## config.mk

```make
export PLATFORM = sky130hd
export DESIGN_NAME = mul8_seq
export DESIGN_NICKNAME = d
export VERILOG_FILES = /design/src/rtl/mul8_seq_pkg.sv /design/src/rtl/mul8_seq_mul4x4.sv /design/src/rtl/mul8_seq.sv
export SDC_FILE = /design/constraint.sdc
export NUM_CORES = 1
export LEC_CHECK = 0
export CAP_MARGIN = 15
export CORE_ASPECT_RATIO = 0.6
export CORE_MARGIN = 5
export CORE_UTILIZATION = 46
export DETAILED_ROUTE_END_ITERATION = 10
export PLACE_DENSITY = 0.67
export SETUP_SLACK_MARGIN = 0.2
export SLEW_MARGIN = 40
export SYNTH_ARGS = -nofsm -noshare
export SYNTH_HDL_FRONTEND = slang
export SYNTH_SLANG_ARGS = --single-unit
export TNS_END_PERCENT = 20
```

## constraint.sdc

```tcl
create_clock -name clk -period 6.9 [get_ports clk]
set_clock_uncertainty 0.15 [all_clocks]
set_input_delay 0.69 -clock clk [delete_from_list [all_inputs] [get_ports clk]]
set_output_delay 0.69 -clock clk [all_outputs]
set_load 0.1 [all_outputs]
```

## src/rtl/mul8_seq_pkg.sv

```systemverilog
// mul8_seq_pkg: shared constants for the sequential 8x8 multiplier.
//   - state_e : FSM state encoding (IDLE, PP0..PP3), 3 bits
//   - widths of operands, sub-multiplier and product
//   - fa()    : full-adder cell used by the array multiplier
package mul8_seq_pkg;

  localparam int OP_W   = 8;
  localparam int NIB_W  = 4;
  localparam int PROD_W = 16;

  typedef enum logic [2:0] {
    ST_IDLE = 3'd0,
    ST_PP0  = 3'd1,
    ST_PP1  = 3'd2,
    ST_PP2  = 3'd3,
    ST_PP3  = 3'd4
  } state_e;

  // Full-adder cell: returns {carry_out, sum}.
  function automatic logic [1:0] fa(input logic x, input logic y, input logic ci);
    return {(x & y) | (x & ci) | (y & ci), x ^ y ^ ci};
  endfunction

endpackage

```

## src/rtl/mul8_seq_mul4x4.sv

```systemverilog
// mul4x4: combinational 4x4 unsigned array multiplier built from full-adder
// cells arranged as ripple rows.
//   x  [3:0] in  : multiplicand nibble
//   y  [3:0] in  : multiplier nibble
//   pp [7:0] out : x*y
module mul4x4
  import mul8_seq_pkg::*;
(
  input  logic [3:0] x,
  input  logic [3:0] y,
  output logic [7:0] pp
);

  // Array reduction: row 0 seeds the sum, each later row i is added into
  // bits [i+3:i] through a chain of four full adders, carry landing in bit i+4.
  always_comb begin
    logic [7:0] s;
    logic       c;
    logic [1:0] r;
    s = {4'b0000, x & {4{y[0]}}};
    c = 1'b0;
    r = 2'b00;
    for (int i = 1; i < 4; i++) begin
      c = 1'b0;
      for (int j = 0; j < 4; j++) begin
        r        = fa(s[i+j], x[j] & y[i], c);
        s[i+j]   = r[0];
        c        = r[1];
      end
      s[i+4] = c;
    end
    pp = s;
  end

endmodule

```

## src/rtl/mul8_seq.sv

```systemverilog
// mul8_seq: 8x8 unsigned multiplier that time-shares one 4x4 multiplier over
// four cycles (one nibble partial product per cycle).
//   clk   in      : clock, rising edge
//   rst   in      : synchronous active-high reset
//   start in      : request a multiply (only honoured while idle)
//   a, b  in  [7:0] : operands, latched when start is accepted
//   busy  out     : high while a multiply is in progress
//   done  out     : one-cycle pulse when p carries a new result
//   p     out [15:0]: registered product, held until next completion/reset
module mul8_seq
  import mul8_seq_pkg::*;
(
  input  logic        clk,
  input  logic        rst,
  input  logic        start,
  input  logic [7:0]  a,
  input  logic [7:0]  b,
  output logic        busy,
  output logic        done,
  output logic [15:0] p
);

  state_e      state_q, state_d;
  logic [7:0]  a_q, a_d;
  logic [7:0]  b_q, b_d;
  logic [15:0] acc_q, acc_d;
  logic [15:0] p_q, p_d;
  logic        done_q, done_d;

  logic [3:0]  x_s, y_s;
  logic [7:0]  pp_s;
  logic [15:0] part_s;

  mul4x4 u_mul4x4 (
    .x  (x_s),
    .y  (y_s),
    .pp (pp_s)
  );

  // Nibble selection and shift of the partial product for the current state.
  always_comb begin
    x_s    = 4'h0;
    y_s    = 4'h0;
    part_s = 16'h0000;
    case (state_q)
      ST_PP0: begin
        x_s    = a_q[3:0];
        y_s    = b_q[3:0];
        part_s = {8'h00, pp_s};
      end
      ST_PP1: begin
        x_s    = a_q[7:4];
        y_s    = b_q[3:0];
        part_s = {4'h0, pp_s, 4'h0};
      end
      ST_PP2: begin
        x_s    = a_q[3:0];
        y_s    = b_q[7:4];
        part_s = {4'h0, pp_s, 4'h0};
      end
      ST_PP3: begin
        x_s    = a_q[7:4];
        y_s    = b_q[7:4];
        part_s = {pp_s, 8'h00};
      end
      default: begin
        x_s    = 4'h0;
        y_s    = 4'h0;
        part_s = 16'h0000;
      end
    endcase
  end

  // Next-state, accumulation and result load.
  always_comb begin
    state_d = state_q;
    a_d     = a_q;
    b_d     = b_q;
    acc_d   = acc_q;
    p_d     = p_q;
    done_d  = 1'b0;
    case (state_q)
      ST_IDLE: begin
        if (start) begin
          state_d = ST_PP0;
          a_d     = a;
          b_d     = b;
          acc_d   = 16'h0000;
        end else begin
          state_d = ST_IDLE;
        end
      end
      ST_PP0: begin
        acc_d   = acc_q + part_s;
        state_d = ST_PP1;
      end
      ST_PP1: begin
        acc_d   = acc_q + part_s;
        state_d = ST_PP2;
      end
      ST_PP2: begin
        acc_d   = acc_q + part_s;
        state_d = ST_PP3;
      end
      ST_PP3: begin
        // Final partial goes straight into p; the accumulator is not updated.
        p_d     = acc_q + part_s;
        done_d  = 1'b1;
        state_d = ST_IDLE;
      end
      default: begin
        state_d = ST_IDLE;
      end
    endcase
  end

  // State and datapath registers with synchronous reset.
  always_ff @(posedge clk) begin
    if (rst) begin
      state_q <= ST_IDLE;
      a_q     <= 8'h00;
      b_q     <= 8'h00;
      acc_q   <= 16'h0000;
      p_q     <= 16'h0000;
      done_q  <= 1'b0;
    end else begin
      state_q <= state_d;
      a_q     <= a_d;
      b_q     <= b_d;
      acc_q   <= acc_d;
      p_q     <= p_d;
      done_q  <= done_d;
    end
  end

  assign busy = (state_q != ST_IDLE);
  assign done = done_q;
  assign p    = p_q;

endmodule

```

==> run_results.csv, run 1 <==
group,metric,value,unit
timing,fin_tns_setup,0,ns
timing,finalHoldViolations,0,
job,drv_cap,0,
clocking,clock_path_buffers,2,
setup_path,reg2reg_setup_slack,0.36,ns
logic_synthesis,synthCells,413,
clocking,cts-root-buf,"clkbuf_16",
timing,finalSetupViolCount,0,
floorplan,io_pins,37,
global_route,grt_max_degree,52,
logic_synthesis,yosysWarnings,0,
setup_path,critPathMaxFanout,9,
power,power.density,172.8,nW/um2
logic_synthesis,ys_seq_elements,52,
logic_synthesis,ys.flop_type,"dfxtp_1",
setup_path,rr_startpoint,"state_q[0]",
power,sw_frac_of_total,29.86,%
layout,fin_util,57.98,%
placement,hpwl,6831,um
global_route,first_global_vias,2945,
global_route,grt_pass1_wl,15320,um
global_route,overflow,0,
setup_path,critPathLaunch,"state_q[0]",
layout,areaGrowthSynthToFinish,20.62,%
global_route,antenna_found_initial,0,
layout,drive_gt1_share,16.19,%
power,clock_power_share,38.3,%
layout,final_cell_count_no_fill,538,
logic_synthesis,synth_cell_types,49,
worst_hold_path,hold_path.class,"reg2reg",
run_status,status,"complete, no violations",
logic_synthesis,yosys.area.top_type,"dfxtp_1",
floorplan,die_h,75.25,um
power,pwr-share-seq,47.0,%
layout,diodes,0,
clocking,hold_buffers,0,
placement,dp_slack,0.03132,ns
timing,worst_pin_slew,0.6836,ns
setup_path,path_cells,"xor2_2 -> a22o_1 -> a22oi_2 -> nor2_1 -> ha_1 -> fa_1 -> fa_1 -> fa_2 -> fa_1 -> inv_1 -> fa_1 -> fa_2 -> inv_2 -> fa_1 -> a22oi_1 -> nor2_1 -> ha_4 -> nand2_2 -> a211o_1 -> a211o_1 -> a21o_1 -> a311oi_2",
setup_path,critPathLaunchType,"flop",
placement,place.port_buffers,36,
route,remaining_drc_errors,0,
logic_synthesis,syn-cell-area,3264,um2
clocking,cts_sinks,52,
setup_path,path_depth,22,
clocking,cts_tree,"built",
timing,fmax,152.8,MHz
setup_path,critPathTopFamily,"adder cells",
power,intPower,477.2,uW
floorplan,die_area,8936,um2
route,drtPass1Iterations,6,
logic_synthesis,syn_avg_cell_area,7.904,um2
setup_path,required,6.96,ns
setup_path,endpoint_kind,"flop",
power,p_sw,203.2,uW
floorplan,core_area,6792,um2
route,vias,3230,
route,post_drt_via_cell_ratio,6.004,
power,p_leak,0.001592,uW
setup_path,crit_buf_inv,2,
timing,rsz0062_at_grt,"false",
timing,layout_setup_ws,0.3564,ns
setup_path,max_stage_delay,0.51,ns
layout,fill_cells,640,
setup_path,worstPathArrival,6.60,ns
clocking,clk_latency,0.30,ns
setup_path,cpMostUsedCell,"fa_1",
power,pwr-share-comb,14.7,%
timing,slew_viol_final,0,
setup_path,endpoint,"p[15]",
timing,relSlewSlack,54.12,%
floorplan,floorplan.initialDensity,48.07,%
placement,place_inst,523,
setup_path,crit_path_top_delay_cell,"fa_1",
clocking,clk_pin_slew,0.07,ns
layout,fin_nets,497,
logic_synthesis,seq_area_frac_synth,31.89,%
global_route,grt_use_met3,4.730,%
logic_synthesis,synth_most_common_cell,"nand2_1",
setup_path,r2r_cells,22,
clocking,cts_inserted_buffers,5,
route,routed_wl,9357,um
timing,finalCritPeriodShare,94.83,%
global_route,grtUsageMet1,33.73,%
floorplan,rows,23,
logic_synthesis,synth_nets,460,
global_route,busiest_layer,"met1",
placement,gp_congestion,0.9876,
route,post_drt_wl_per_cell,17.39,um
floorplan,die_x,118.8,um
global_route,grt_util_met2,30.06,%
route,ant_nets,0,
logic_synthesis,synth_top_area_share,31.89,%
logic_synthesis,synth_edf_count,0,
global_route,grtUsageTotal,21.97,%
logic_synthesis,synth_top_cells_by_count,"nand2_1 (64), dfxtp_1 (52), a21oi_1 (47)",
setup_path,r2r-end,"p[15]",
timing,finalCriticalPeriod,6.544,ns
power,ir_drop,0.1102,mV
setup_path,criticalPathCategory,"reg2reg",
logic_synthesis,synthArstFlopShare,0,%
clocking,htreeDepth,2,
logic_synthesis,synth.top_cells.by_area,"dfxtp_1 (32%), nand2_1 (7.4%), ha_1 (7.3%)",
route,first_iter_violations,333,
[logic make-up after synthesis]
kind of cell	after synthesis	synth area share [%]
compound gates	131	26.83
simple gates	163	23.00
xor+xnor	5	1.342
flops	52	31.89
buf+inv	34	4.139
fa+ha+maj	28	12.80
[worst min path at each step]
stage | from | end | slack [ns] | cells after the start
2_1_floorplan | acc_q[10] | acc_q[10] | 0.28 | 2
3_3_place_gp | p[4] | p[4] | 0.29 | 2
3_5_place_dp | p[6] | p[6] | 0.30 | 2
4_1_cts | p[6] | p[6] | 0.31 | 2
5_1_grt | p[2] | p[2] | 0.33 | 2
6_report | p[6] | p[6] | 0.30 | 2
[power by group through the flow]
stage	logic, uW	registers, uW	clock network, uW
2_1_floorplan	61.6	323	0
3_3_place_gp	92.0	325	0
3_5_place_dp	92.4	325	0
4_1_cts	93.6	318	266
5_1_grt	110	321	283
6_report	100	320	260
[cell type report]
class                           instances  area, um2  share of cell area, %
Tap cell                               87      108.9                  2.765
Clock inverter                          3      23.77                 0.6037
Sequential cell                        52       1047                  26.60
Timing Repair Buffer                   51      379.1                  9.628
Inverter                               13      48.80                  1.239
Clock buffer                            5      125.1                  3.178
Multi-Input combinational cell        327       2205                  55.99
[stage by stage]
step	total power, uW	hold WS, ns	cell area (um2)
2_1_floorplan	385.1	0.2818	3264
5_1_grt	714.3	0.3265	3938
3_5_place_dp	417.1	0.2958	3625
6_report	680.5	0.3028	3938
4_1_cts	677.5	0.3060	3800
3_3_place_gp	416.9	0.2922	3700
[per-layer routing]
layer | vias to the layer above | part of all wire [%]
li1 | 1574 | -
met1 | 1499 | 52
met2 | 143 | 39
met3 | 14 | 7.4
met4 | 0 | 1.6
met5 | - | 0
[tightest hold or removal path: cells and delay by family (launching register included)]
| kind | cells | cell delay [ns] |
|---|---|---|
| flip-flops | 1 | 0.31 |
| AND/OR/NAND/NOR | 1 | 0.05 |
| AO/OA/AOI/OAI | 1 | 0.05 |
[layout by cell type, fill, tap and decap left out, types with 4 or more instances in the layout]
cell type,netlist,routed
fa_1,9,7
nor2b_1,4,4
a21o_1,8,8
dfxtp_1,52,49
a211oi_1,5,4
buf_4,0,13
clkbuf_16,0,5
a21oi_1,47,46
o21a_1,7,7
a32o_1,8,8
a211o_1,4,4
inv_1,12,11
nor2_1,35,33
buf_2,6,20
nand2_1,64,63
a22oi_1,10,6
a22oi_2,0,4
or3_1,8,8
and3_1,7,7
nor3b_1,4,4
clkdlybuf4s50_1,0,17
o211ai_1,6,6
nor3_1,7,4
o21ai_0,12,11
a31oi_1,5,5
ha_1,19,16
nand3_1,21,20
[flip-flops by register name, summed over array words and instances, names as in the netlist]
signal / flops
p: 16
b_q: 8
acc_q: 16
done: 1
a_q: 8
state_q: 3
[what timing repair did]
| action | 4_1_cts | 5_1_grt |
|---|---|---|
| gates cloned | 0 | 0 |
| setup buffers | 0 | 7 |
| pin swaps | 0 | 10 |
| endpoints found under the setup margin | 6 | 16 |
| resized for setup | 7 | 22 |
Power figures use the tool's default switching activity.
==> inputs of run 2 (changes only) <==
--- a/config.mk
+++ b/config.mk
@@ -6,7 +6,6 @@
 export NUM_CORES = 1
 export LEC_CHECK = 0
 export CAP_MARGIN = 15
-export CORE_ASPECT_RATIO = 0.6
 export CORE_MARGIN = 5
 export CORE_UTILIZATION = 46
 export DETAILED_ROUTE_END_ITERATION = 10
==> constraint.sdc (replaced) <==
create_clock -name clk -period 7.5 [get_ports clk]
set_clock_uncertainty 0.15 [all_clocks]
set_input_delay 0.75 -clock clk [delete_from_list [all_inputs] [get_ports clk]]
set_output_delay 0.75 -clock clk [all_outputs]
set_load 0.1 [all_outputs]
==> run_results.csv, run 2 (synthesized netlist as in run 1, its figures left out) <==
group,metric,value,unit
run_status,status,"complete, no violations",
route,first_iter_violations,174,
placement,place.port_buffers,36,
power,power.density,145.0,nW/um2
placement,gp_congestion,0.9463,
timing,worst_pin_slew,0.7565,ns
route,wl_met1,4037,um
route,ant_nets,0,
worst_hold_path,hold_path.class,"reg2reg",
route,drtPass1Iterations,4,
layout,final_cell_mix,"nand2_1 (64), dfxtp_1 (50), a21oi_1 (46), nor2_1 (35), nand3_1 (20)",
setup_path,endpoint,"p[15]",
clocking,clk_latency,0.31,ns
route,vias,3048,
clocking,clock_path_buffers,2,
power,p_leak,0.001515,uW
setup_path,max_stage_delay,0.50,ns
floorplan,die_h,94.24,um
floorplan,io_pins,37,
job,drv_cap,0,
setup_path,cpMostUsedCell,"fa_1",
route,wl_met3,375,um
setup_path,r2r-end,"p[15]",
setup_path,critPathTopFamily,"adder cells",
clocking,cts_tree,"built",
route,top_layer,"met4",
setup_path,r2r_cells,21,
clocking,clk_pin_slew,0.10,ns
setup_path,critPathLaunch,"state_q[1]",
route,dr_wl_met2,3927,um
global_route,overflow,0,
power,ir_drop,0.07024,mV
global_route,grt_max_degree,52,
power,clock_power_share,30.1,%
floorplan,rows,30,
setup_path,crit_buf_inv,2,
layout,fin_util,53.77,%
power,p_sw,162.5,uW
route,post_drt_wl_per_cell,15.84,um
setup_path,path_cells,"xor2_1 -> a22o_1 -> a22oi_1 -> nor2_1 -> ha_1 -> fa_1 -> fa_1 -> fa_1 -> fa_1 -> inv_1 -> fa_1 -> fa_1 -> inv_1 -> fa_1 -> a32o_1 -> ha_1 -> a21oi_1 -> o211ai_1 -> a221oi_1 -> nand3_1 -> a311oi_2",
clocking,htreeDepth,2,
setup_path,reg2reg_setup_slack,0.69,ns
floorplan,floorplan.initialDensity,47.52,%
setup_path,crit_path_top_delay_cell,"dfxtp_2",
layout,final_common_cell,"nand2_1",
timing,finalHoldViolations,0,
setup_path,criticalPathCategory,"reg2reg",
setup_path,path_depth,21,
power,pwr-share-comb,14.9,%
worst_hold_path,whs_path_depth,2,
clocking,cts_inserted_buffers,5,
layout,fill_cells,677,
timing,rsz0062_at_grt,"false",
power,intPower,372.9,uW
timing,relSlewSlack,49.38,%
global_route,first_global_vias,2910,
setup_path,worstPathArrival,6.89,ns
global_route,grt_pass1_wl,14120,um
layout,regArea,1044,um2
route,remaining_drc_errors,0,
route,post_drt_via_cell_ratio,5.708,
timing,fin_tns_setup,0,ns
layout,multi_input_area,2107,um2
global_route,grtUsageTotal,19.94,%
setup_path,endpoint_kind,"flop",
layout,fin_nets,485,
placement,hpwl,6272,um
timing,fin_hold_ws,0.3052,ns
power,sw_frac_of_total,30.35,%
timing,slew_viol_final,0,
global_route,antenna_found_initial,0,
setup_path,required,7.59,ns
timing,fmax,146.9,MHz
setup_path,critPathLaunchType,"flop",
setup_path,critPathMaxFanout,16,
clocking,cts-root-buf,"clkbuf_8",
floorplan,die_x,94.24,um
power,pwr-share-seq,55.0,%
layout,diodes,0,
floorplan,core_area,6869,um2
timing,finalSetupViolCount,0,
setup_path,rr_startpoint,"state_q[1]",
layout,drive_gt1_share,9.132,%
floorplan,die_area,8881,um2
clocking,cts_sinks,52,
layout,areaGrowthSynthToFinish,13.15,%
timing,finalCritPeriodShare,90.74,%
route,routed_wl,8460,um
timing,finalCriticalPeriod,6.805,ns
-- run 2: worst register-to-register path, delay by kind of cell, from the launching register on --
kind                     cells  cell delay [ns]
AO/OA/AOI/OAI                7             1.89
XOR/XNOR                     1             0.18
adder cells (fa/ha/maj)      9             3.61
buffers and inverters        2             0.16
flip-flops                   1             0.50
AND/OR/NAND/NOR              2             0.25
-- run 2: power groups by stage --
stage	Combinational [uW]	Sequential (uW)	Clock, uW
2_1_floorplan	56.6	298	0
3_3_place_gp	80.5	300	0
3_5_place_dp	80.6	301	0
4_1_cts	80.5	294	164
5_1_grt	88.0	296	175
6_report	79.7	295	161
-- run 2: metal layers --
metal  GRT usage (%)  up-vias
li1                -     1544
met1           25.87     1416
met2           34.04       76
met3           3.526       12
met4           5.054        0
met5               0        -
-- run 2: through the flow --
stage,worst slack [ns],instance area [um2],instances,total power [uW]
finish,0.6948,3694,534,535.4
global route,0.2720,3694,534,559.8
CTS,0.4804,3691,534,538.3
detailed placement,0.4994,3610,527,381.4
global placement,0.7146,3686,527,380.9
floorplan,1.150,3264,413,354.3
-- run 2: layout make-up --
| type | instances | area share, % |
|---|---|---|
| sequential | 52 | 28.25 |
| tap | 96 | 3.252 |
| inverter | 13 | 1.321 |
| clock buffer | 5 | 1.863 |
| timing repair buffer | 39 | 7.927 |
| clock inverter | 2 | 0.3388 |
| multi-input combinational | 327 | 57.05 |
-- run 2: worst min-delay path by stage --
stage / startpoint / endpoint / slack [ns]
global placement: p[7] / p[7] / 0.29
floorplan: acc_q[10] / acc_q[10] / 0.28
global route: b_q[1] / b_q[1] / 0.34
finish: p[0] / p[0] / 0.31
detailed placement: p[4] / p[4] / 0.30
CTS: p[4] / p[4] / 0.31
-- run 2: timing repair --
action                                  in CTS  in global routing
endpoints found under the setup margin       0                  5
resized for setup                            0                  2
hold buffers                                 0                  0
buffers inserted                             0                  0
